`src/rtl/pulse_burst_gen_pkg.sv`:
```
// ============================================================================
//  Module   : pulse_burst_gen_pkg
//  Purpose  : Shared FSM state encoding and default width for the burst gen.
//  Revision : 1.0  initial release
// ============================================================================
`default_nettype none

package pulse_burst_gen_pkg;

  localparam int DEFAULT_W = 64;

  typedef enum logic [1:0] {
    ST_IDLE     = 2'd0,
    ST_PULSE    = 2'd1,
    ST_GAP_WAIT = 2'd2,
    ST_TRIG     = 2'd3
  } state_t;

endpackage

`default_nettype wire

```
`src/rtl/pulse_burst_gen_if.sv`:
```
// ============================================================================
//  Module   : pulse_burst_gen_if
//  Purpose  : Start/abort request and pulse/status bundle of pulse_burst_gen.
//             PULSE_BURST_GEN_REPEAT_EN adds the repeat_req request line.
//  Revision : 1.0  initial release
// ============================================================================
`default_nettype none

interface pulse_burst_gen_if
  import pulse_burst_gen_pkg::*;
#(
  parameter int W = DEFAULT_W
);
  logic         start;
  logic [W-1:0] count;
  logic         abort;
`ifdef PULSE_BURST_GEN_REPEAT_EN
  // "repeat" is a reserved word, hence the suffix.
  logic         repeat_req;
`endif
  logic         ready;
  logic         busy;
  logic         increment;
  logic         trigger;
  logic         done;

  modport master (
    output start, count, abort,
`ifdef PULSE_BURST_GEN_REPEAT_EN
    output repeat_req,
`endif
    input  ready, busy, increment, trigger, done
  );

  modport slave (
    input  start, count, abort,
`ifdef PULSE_BURST_GEN_REPEAT_EN
    input  repeat_req,
`endif
    output ready, busy, increment, trigger, done
  );

endinterface

`default_nettype wire

```
`src/rtl/pulse_burst_gen_gap_timer.sv`:
```
// ============================================================================
//  Module   : pulse_gap_timer
//  Purpose  : Loadable down-counter that free-runs to zero and flags it.
//  Revision : 1.0  initial release
// ============================================================================
`default_nettype none

module pulse_gap_timer
  import pulse_burst_gen_pkg::*;
#(
  parameter int W = DEFAULT_W
) (
  input  logic         clk,
  input  logic         rst,
  input  logic         load,
  input  logic [W-1:0] load_val,
  output logic         zero
);

  logic [W-1:0] r_cnt;

  always_ff @(posedge clk or negedge rst) begin
    if (!rst) begin
      r_cnt <= '0;
    end else if (load) begin
      r_cnt <= load_val;
    end else if (r_cnt != '0) begin
      r_cnt <= r_cnt - W'(1);
    end
  end

  assign zero = (r_cnt == '0);

endmodule

`default_nettype wire

```
`src/rtl/pulse_burst_gen.sv`:
```
// ============================================================================
//  Module   : pulse_burst_gen
//  Purpose  : Emits N increment pulses (GAP idle cycles after each), then one
//             trigger/done pulse. Macro PULSE_BURST_GEN_REPEAT_EN enables
//             back-to-back burst repetition.
//  Revision : 1.0  initial release
// ============================================================================
`default_nettype none

module pulse_burst_gen
  import pulse_burst_gen_pkg::*;
#(
  parameter int W   = DEFAULT_W,
  parameter int GAP = 0
) (
  input  logic               clk,
  input  logic               rst,
  pulse_burst_gen_if.slave   bus
);

  localparam bit c_has_gap = (GAP > 0);

  state_t       r_state;
  state_t       w_next_state;
  logic [W-1:0] r_remaining;
  logic [W-1:0] w_next_remaining;
  logic         w_gap_load;
  logic         w_gap_zero;
  logic         r_ready;
  logic         r_busy;
  logic         r_increment;
  logic         r_trigger;

`ifdef PULSE_BURST_GEN_REPEAT_EN
  logic [W-1:0] r_count_latched;

  always_ff @(posedge clk or negedge rst) begin
    if (!rst) begin
      r_count_latched <= '0;
    end else if (r_state == ST_IDLE && bus.start) begin
      r_count_latched <= bus.count;
    end
  end
`endif

  generate
    if (c_has_gap) begin : g_gap
      localparam logic [W-1:0] c_gap_load = W'(GAP - 1);

      pulse_gap_timer #(
        .W        (W)
      ) u_gap_timer (
        .clk      (clk),
        .rst      (rst),
        .load     (w_gap_load),
        .load_val (c_gap_load),
        .zero     (w_gap_zero)
      );
    end else begin : g_no_gap
      // GAP_WAIT is unreachable here, so load is never raised and zero stays 1.
      assign w_gap_zero = !w_gap_load;
    end
  endgenerate

  always_comb begin
    w_next_state     = r_state;
    w_next_remaining = r_remaining;
    w_gap_load       = 1'b0;
    case (r_state)
      ST_IDLE: begin
        if (bus.start) begin
          w_next_remaining = bus.count;
          w_next_state     = (bus.count == '0) ? ST_TRIG : ST_PULSE;
        end
      end
      ST_PULSE: begin
        w_next_remaining = r_remaining - W'(1);
        if (c_has_gap) begin
          w_gap_load   = 1'b1;
          w_next_state = ST_GAP_WAIT;
        end else if (w_next_remaining == '0) begin
          w_next_state = ST_TRIG;
        end
      end
      ST_GAP_WAIT: begin
        if (w_gap_zero) begin
          w_next_state = (r_remaining == '0) ? ST_TRIG : ST_PULSE;
        end
      end
      ST_TRIG: begin
        w_next_state = ST_IDLE;
`ifdef PULSE_BURST_GEN_REPEAT_EN
        if (bus.repeat_req) begin
          w_next_remaining = r_count_latched;
          w_next_state     = (r_count_latched == '0) ? ST_TRIG : ST_PULSE;
        end
`endif
      end
      default: w_next_state = ST_IDLE;
    endcase
    // Abort only matters once a burst is running; start wins in IDLE.
    if (bus.abort && r_state != ST_IDLE) begin
      w_next_state = ST_IDLE;
    end
  end

  always_ff @(posedge clk or negedge rst) begin
    if (!rst) begin
      r_state     <= ST_IDLE;
      r_remaining <= '0;
      r_ready     <= 1'b1;
      r_busy      <= 1'b0;
      r_increment <= 1'b0;
      r_trigger   <= 1'b0;
    end else begin
      r_state     <= w_next_state;
      r_remaining <= w_next_remaining;
      r_ready     <= (w_next_state == ST_IDLE);
      r_busy      <= (w_next_state != ST_IDLE);
      r_increment <= (w_next_state == ST_PULSE);
      r_trigger   <= (w_next_state == ST_TRIG);
    end
  end

  assign bus.ready     = r_ready;
  assign bus.busy      = r_busy;
  assign bus.increment = r_increment;
  assign bus.trigger   = r_trigger;
  assign bus.done      = r_trigger;

endmodule

`default_nettype wire

```
`src/flat_wrapper.sv`:
```
// flat-port wrapper written by rule: the top's interface ports become plain ports
module pulse_burst_gen_flat import pulse_burst_gen_pkg::*;
#(
  parameter int W   = DEFAULT_W,
  parameter int GAP = 0
)
  (clk, rst, bus_start, bus_count, bus_abort, bus_ready, bus_busy, bus_increment, bus_trigger, bus_done);
  pulse_burst_gen_if #(.W(W)) bus_i ();
  input  logic clk;
  input  logic rst;
  input wire logic [$bits(bus_i.start)-1:0] bus_start;
  input wire logic [$bits(bus_i.count)-1:0] bus_count;
  input wire logic [$bits(bus_i.abort)-1:0] bus_abort;
  output wire logic [$bits(bus_i.ready)-1:0] bus_ready;
  output wire logic [$bits(bus_i.busy)-1:0] bus_busy;
  output wire logic [$bits(bus_i.increment)-1:0] bus_increment;
  output wire logic [$bits(bus_i.trigger)-1:0] bus_trigger;
  output wire logic [$bits(bus_i.done)-1:0] bus_done;
  assign bus_i.start = bus_start;
  assign bus_i.count = bus_count;
  assign bus_i.abort = bus_abort;
  assign bus_ready = bus_i.ready;
  assign bus_busy = bus_i.busy;
  assign bus_increment = bus_i.increment;
  assign bus_trigger = bus_i.trigger;
  assign bus_done = bus_i.done;
  pulse_burst_gen #(.W(W), .GAP(GAP)) u_core (.clk(clk), .rst(rst), .bus(bus_i));
endmodule
```
`config.mk`:
```
export PLATFORM = sky130hd
export DESIGN_NAME = pulse_burst_gen_flat
export DESIGN_NICKNAME = d
export VERILOG_FILES = /design/src/rtl/pulse_burst_gen_pkg.sv /design/src/rtl/pulse_burst_gen_if.sv /design/src/rtl/pulse_burst_gen_gap_timer.sv /design/src/rtl/pulse_burst_gen.sv /design/src/flat_wrapper.sv
export SDC_FILE = /design/constraint.sdc
export NUM_CORES = 1
export LEC_CHECK = 0
export BUFFER_PORTS_ARGS = -buffer_cell sky130_fd_sc_hd__buf_2
export CAP_MARGIN = 5
export CORE_MARGIN = 4
export CORE_UTILIZATION = 50
export CTS_CLUSTER_DIAMETER = 60
export CTS_CLUSTER_SIZE = 40
export DETAILED_ROUTE_END_ITERATION = 16
export GPL_ROUTABILITY_DRIVEN = 0
export GPL_TIMING_DRIVEN = 0
export PLACE_DENSITY = 0.71
export RECOVER_POWER = 50
export SETUP_SLACK_MARGIN = 0.2
export SLEW_MARGIN = 15
export SYNTH_ARGS = -nofsm -noshare
export SYNTH_HDL_FRONTEND = slang
export SYNTH_SLANG_ARGS = --single-unit
```
`constraint.sdc`:
```
create_clock -name clk -period 7.5 [get_ports clk]
set_clock_uncertainty 0.05 [all_clocks]
set_input_delay 1.125 -clock clk [delete_from_list [all_inputs] [get_ports clk]]
set_output_delay 1.125 -clock clk [all_outputs]
set_load 0.01 [all_outputs]
```
# Word-level counts from Yosys, hierarchy flattened
# Index checks and enable logic that the tools add are counted.
dict set report word_totals {
  out_inout_bits 5
  wordCells 31
  register_bits 70
}
dict set report classes {
  mux 8
  n_addsub 1
  eq_ne 6
  reduce_logical 10
}
# cell count
set op_table {}
lappend op_table {{zero test 64 bit} 3}
lappend op_table {{case mux 64 bit (2 select lines)} 1}
lappend op_table {{2-to-1 mux 64 bit} 1}
lappend op_table {{subtractor 64 x 1 -> 64 bit, second input constant} 1}
lappend op_table {{2-to-1 mux 2 bit} 5}
lappend op_table {{case mux 2 bit (4 select lines)} 1}
lappend op_table {{equality test 2 bit, second input constant} 3}
lappend op_table {{nonzero test 2 bit} 3}
lappend op_table {{equality test 2 x 1 -> 1 bit, second input constant} 2}
lappend op_table {{zero test 2 bit} 2}
lappend op_table {{!= test 2 bit, second input constant} 1}
lappend op_table {{AND reduction 2 bit} 1}
lappend op_table {{logical AND 1 bit} 1}

# Longest topological paths before layout
dict set report logic_depth {
  word_depth 6
  mapped_depth 12
}

# Least setup slack after synthesis
# OpenSTA, ideal clock, no wires.
dict set report synth_path {
  path_type {register -> register}
  from {register u_core.r_remaining[0]}
  to {register u_core.r_increment, in the netlist u_core.bus.increment}
  setup_slack_ns 3.462
  path_buffers 1
  stages_incl_launch_ff 12
  setup_time_ns 0.120
  arrival_time_ns 3.869
  path_cell_list {dfrtp_1 -> inv_1 -> ha_1 -> or3b_4 -> or4_4 -> buf_6 -> or4_2 -> xor2_1 -> nand4_1 -> or4_1 -> or4_4 -> and3_1}
}
dict set report synth_via {
  elab_chain_cells 6
  word_cells_on_any_way 8
  cone_classes {add/sub: 1; eq/ne: 1; mux: 4; reduce/logical: 2}
}
# item line
set synth_rtl {}
lappend synth_rtl {{start, declared} pulse_burst_gen.sv:25} ;# logic [W-1:0] r_remaining;
lappend synth_rtl {{start signal, assigned} pulse_burst_gen.sv:117} ;# r_remaining <= w_next_remaining;
lappend synth_rtl {{subtractor 64 x 1 -> 64 bit} pulse_burst_gen.sv:77} ;# w_next_remaining = r_remaining - W'(1);
lappend synth_rtl {{zero test 64 bit} pulse_burst_gen.sv:81} ;# end else if (w_next_remaining == '0) begin
lappend synth_rtl {{2-to-1 mux 2 bit} pulse_burst_gen.sv:81}
lappend synth_rtl {{case mux 2 bit (4 select lines) *} pulse_burst_gen.sv:69} ;# case (r_state)
lappend synth_rtl {{2-to-1 mux 2 bit *} pulse_burst_gen.sv:102} ;# if (bus.abort && r_state != ST_IDLE) begin
lappend synth_rtl {{equality test 2 x 1 -> 1 bit *} pulse_burst_gen.sv:120} ;# r_increment <= (w_next_state == ST_PULSE);
lappend synth_rtl {{end signal, assigned} pulse_burst_gen.sv:120}
lappend synth_rtl {{end, declared} pulse_burst_gen.sv:31} ;# logic r_increment;
# Every way passes the cells marked *; elsewhere a longest branch is shown, timed or not.
# A chain may end at the register's enable or synchronous reset.

# Worst setup path in the final report
# Same ends and word-level chain as after synthesis.

==> flow_summary.yaml <==
clock_network:
  clk_path_buf_depth: 2
  clockRootBuffer: "clkbuf_8"
  clkLatencyLatePin_ps: 390
  clkTransAtPathRegs_ps: 70
  htree_levels: 3
  numCtsBuffers: 9
  hold_buffers: 0
  cts.sinks: 70
  cts-resized-gates: 0
  cts_tree: "done"
  cts_setup_buffers: 0
outcome:
  violations: "capacitance limit, slew limit"
  status: "complete, but fails checks"
routing:
  drc: 0
  vias_per_cell: 6.95
  drtIter0Drc: 722
  wirelength_mm: 21.4
  wl_per_cell_um: 23.0
  antenna_left: 0
  vias: 6472
  dr.pass1.iters: 5
finish:
  fill_cells: 1030
  area_growth_pct: 12.9
  drive_gt1_share_pct: 14.6
  final_cells: 931
  mostFrequentLayoutCells: "a21oi_1 (77), nor2_1 (76), buf_2 (72), dfrtp_1 (69), nand2_1 (55)"
  num_antenna_cells: 0
  final_common_cell: "a21oi_1"
  postLayoutCellArea_um2: 6150
  fin_nets: 863
sta:
  max_slew_margin_pct: -81.6
  final-hold-violation-count: 0
  maxSlewViolCount: 47
  tns_ps: 0
  setup_viol: 0
  fmax_ghz: 0.216
  period_share_pct: 61.7
  post-route-min-period_ps: 4630
  rsz0062_at_grt: "no"
  tightest_slew_ps: 2720
floorplan:
  dieArea_um2: 12600
  die_y_um: 112
  core-area_um2: 10500
  placement_rows: 37
  pin_count: 73
  start_util_pct: 52.0
  die_w_um: 112
power:
  p_per_area_nw_per_um2: 403
  power_mw: 2.48
  p_leak_nw: 2.17
  peakVddDrop_uv: 202
global_routing:
  grt_max_degree: 47
  track_usage_pct: 33.8
  grt_pass1_vias: 6201
  grt_pass1_wl_mm: 33.6
  antenna_found_initial: 0
  grt_overflow: 0
setup_path:
  critical_path_arrival_ps: 4850
  path_cells: "inv_1 -> ha_1 -> or3b_4 -> or4_4 -> buf_6 -> buf_8 -> nor4_1 -> xor2_1 -> a2111oi_1 -> nand4_2 -> or4_4 -> and3_1"
  end_kind: "register"
  slowest_stage: "nor4_1"
  critPathTopFamily: "simple AND/OR/NAND/NOR gates"
  max_stage_delay_ps: 780
  start_kind: "register"
  critPathKind: "register to register"
  path_buf_inv: 3
  worstSetupPathDepth: 12
  crit_top_cell: "or4_4"
  cp_max_fo: 10
  required_ps: 7720
  r2r_cells: 12
placed_design:
  port_buffers: 72
  dpl.cell_count: 915
  place_area_um2: 6000
  dp_hpwl_mm: 15.9
flow_run:
  maxCapViolCount: 1
yosys:
  synthesis.nets: 779
  synth_cells: 706
  synth_area_um2: 5440
  synth_seq_cells: 70
  synth_top_area_share_pct: 31.7
  synth_seq_area_share_pct: 32.2
  synth_top_area_cell: "dfrtp_1"
  synthFlopType: "dfrtp_1"
  synth_area_leaders: "dfrtp_1 (32%), a21oi_1 (7.1%), nor2_1 (5.2%), nor4_1 (4.5%), o21ai_0 (4.0%)"
  synth_edf_count: 0
  ys_warn_count: 0
  syn_area_per_cell_um2: 7.71
  synthArstFlopShare_pct: 100
  yosys.cell_types.count: 69
hold_path:
  hold_depth: 2
  hp-class: "register to register"
synthesized netlist by cell type, types with 3 or more instances:
cell / number
o21a_1: 8
xor2_1: 6
mux2i_1: 7
nand4_1: 18
o22ai_1: 22
a41oi_1: 3
o22a_1: 18
o21ai_0: 43
ha_1: 5
or4_1: 12
xnor2_1: 14
nand4b_1: 10
and4_1: 4
inv_1: 11
o211ai_1: 4
nor4_1: 39
nand2_1: 55
nor3_1: 26
a22oi_1: 4
buf_1: 4
or4_4: 3
or2_2: 7
clkbuf_1: 44
a21oi_1: 77
nor4_2: 5
nor2b_1: 6
or3_1: 14
dfrtp_1: 69
nor2_1: 76
a31oi_1: 14
nand3_1: 24
and3_1: 3
tightest hold or removal path: stages, from the launching register on:
cell and delay [ps]:
dfrtp_1 410, nand2_1 70, nand2_1 50
state kept, by name, summed over array words and instances, names as in the netlist:
signal and count:
u_core.bus.done 1, u_core.r_remaining 64, u_core.bus.busy 1, u_core.bus.increment 1, u_core.bus.ready 1, u_core.r_state 2
where the power goes:
part           internal, mW  switching (mW)
Sequential            0.566           0.248
Clock                 0.138           0.154
Combinational         0.458           0.915
Total                  1.16            1.32
final timing paths:
kind / slack (ps) / to / from
worst min-delay path: 510 / u_core.r_remaining[63] / u_core.r_remaining[63]
worst max register to register: 2870 / u_core.bus.increment / u_core.r_remaining[0]
min in group asynchronous: 970 / u_core.r_remaining[58] / rst
worst max-delay path: 2870 / u_core.bus.increment / u_core.r_remaining[0]
worst min register to register: 510 / u_core.r_remaining[63] / u_core.r_remaining[63]
max in group asynchronous: 3220 / u_core.r_remaining[1] / rst
final cells by class:
cell class / count / area, µm² / share of cell area [%]
Sequential cell: 70 / 1750 / 28.5
Clock buffer: 15 / 166 / 2.71
Multi-Input combinational cell: 569 / 3400 / 55.4
Timing Repair Buffer: 73 / 362 / 5.88
Tap cell: 136 / 170 / 2.77
Inverter: 12 / 45.0 / 0.733
Buffer: 55 / 243 / 3.95
Clock inverter: 1 / 5.00 / 0.0814
per-stage QoR:
stage | util, % | setup WS [ps] | hold WS, ps
finish | 58.7 | 2870 | 507
global route | 58.7 | 2530 | 533
CTS | 59.0 | 2950 | 506
detailed placement | 57.4 | 2970 | 484
global placement | 57.1 | 2990 | 476
floorplan | - | 3460 | 416
routing by layer:
metal,vias up,routed length [µm],GRT usage [%]
li1,2854,-,-
met1,3033,7960,43.4
met2,473,9340,50.9
met3,112,2650,7.65
met4,0,1450,22.4
met5,-,0,0
logic make-up after synthesis:
group           count (synthesis)  synth area share (%)
fa+ha+maj                       5                  1.15
xor+xnor                       20                  3.22
buf+inv                        67                  5.29
mux                             9                  1.70
flops                          70                  32.2
compound gates                215                  24.3
simple gates                  320                  32.2
Note: power is estimated with default switching activity, not from simulation.
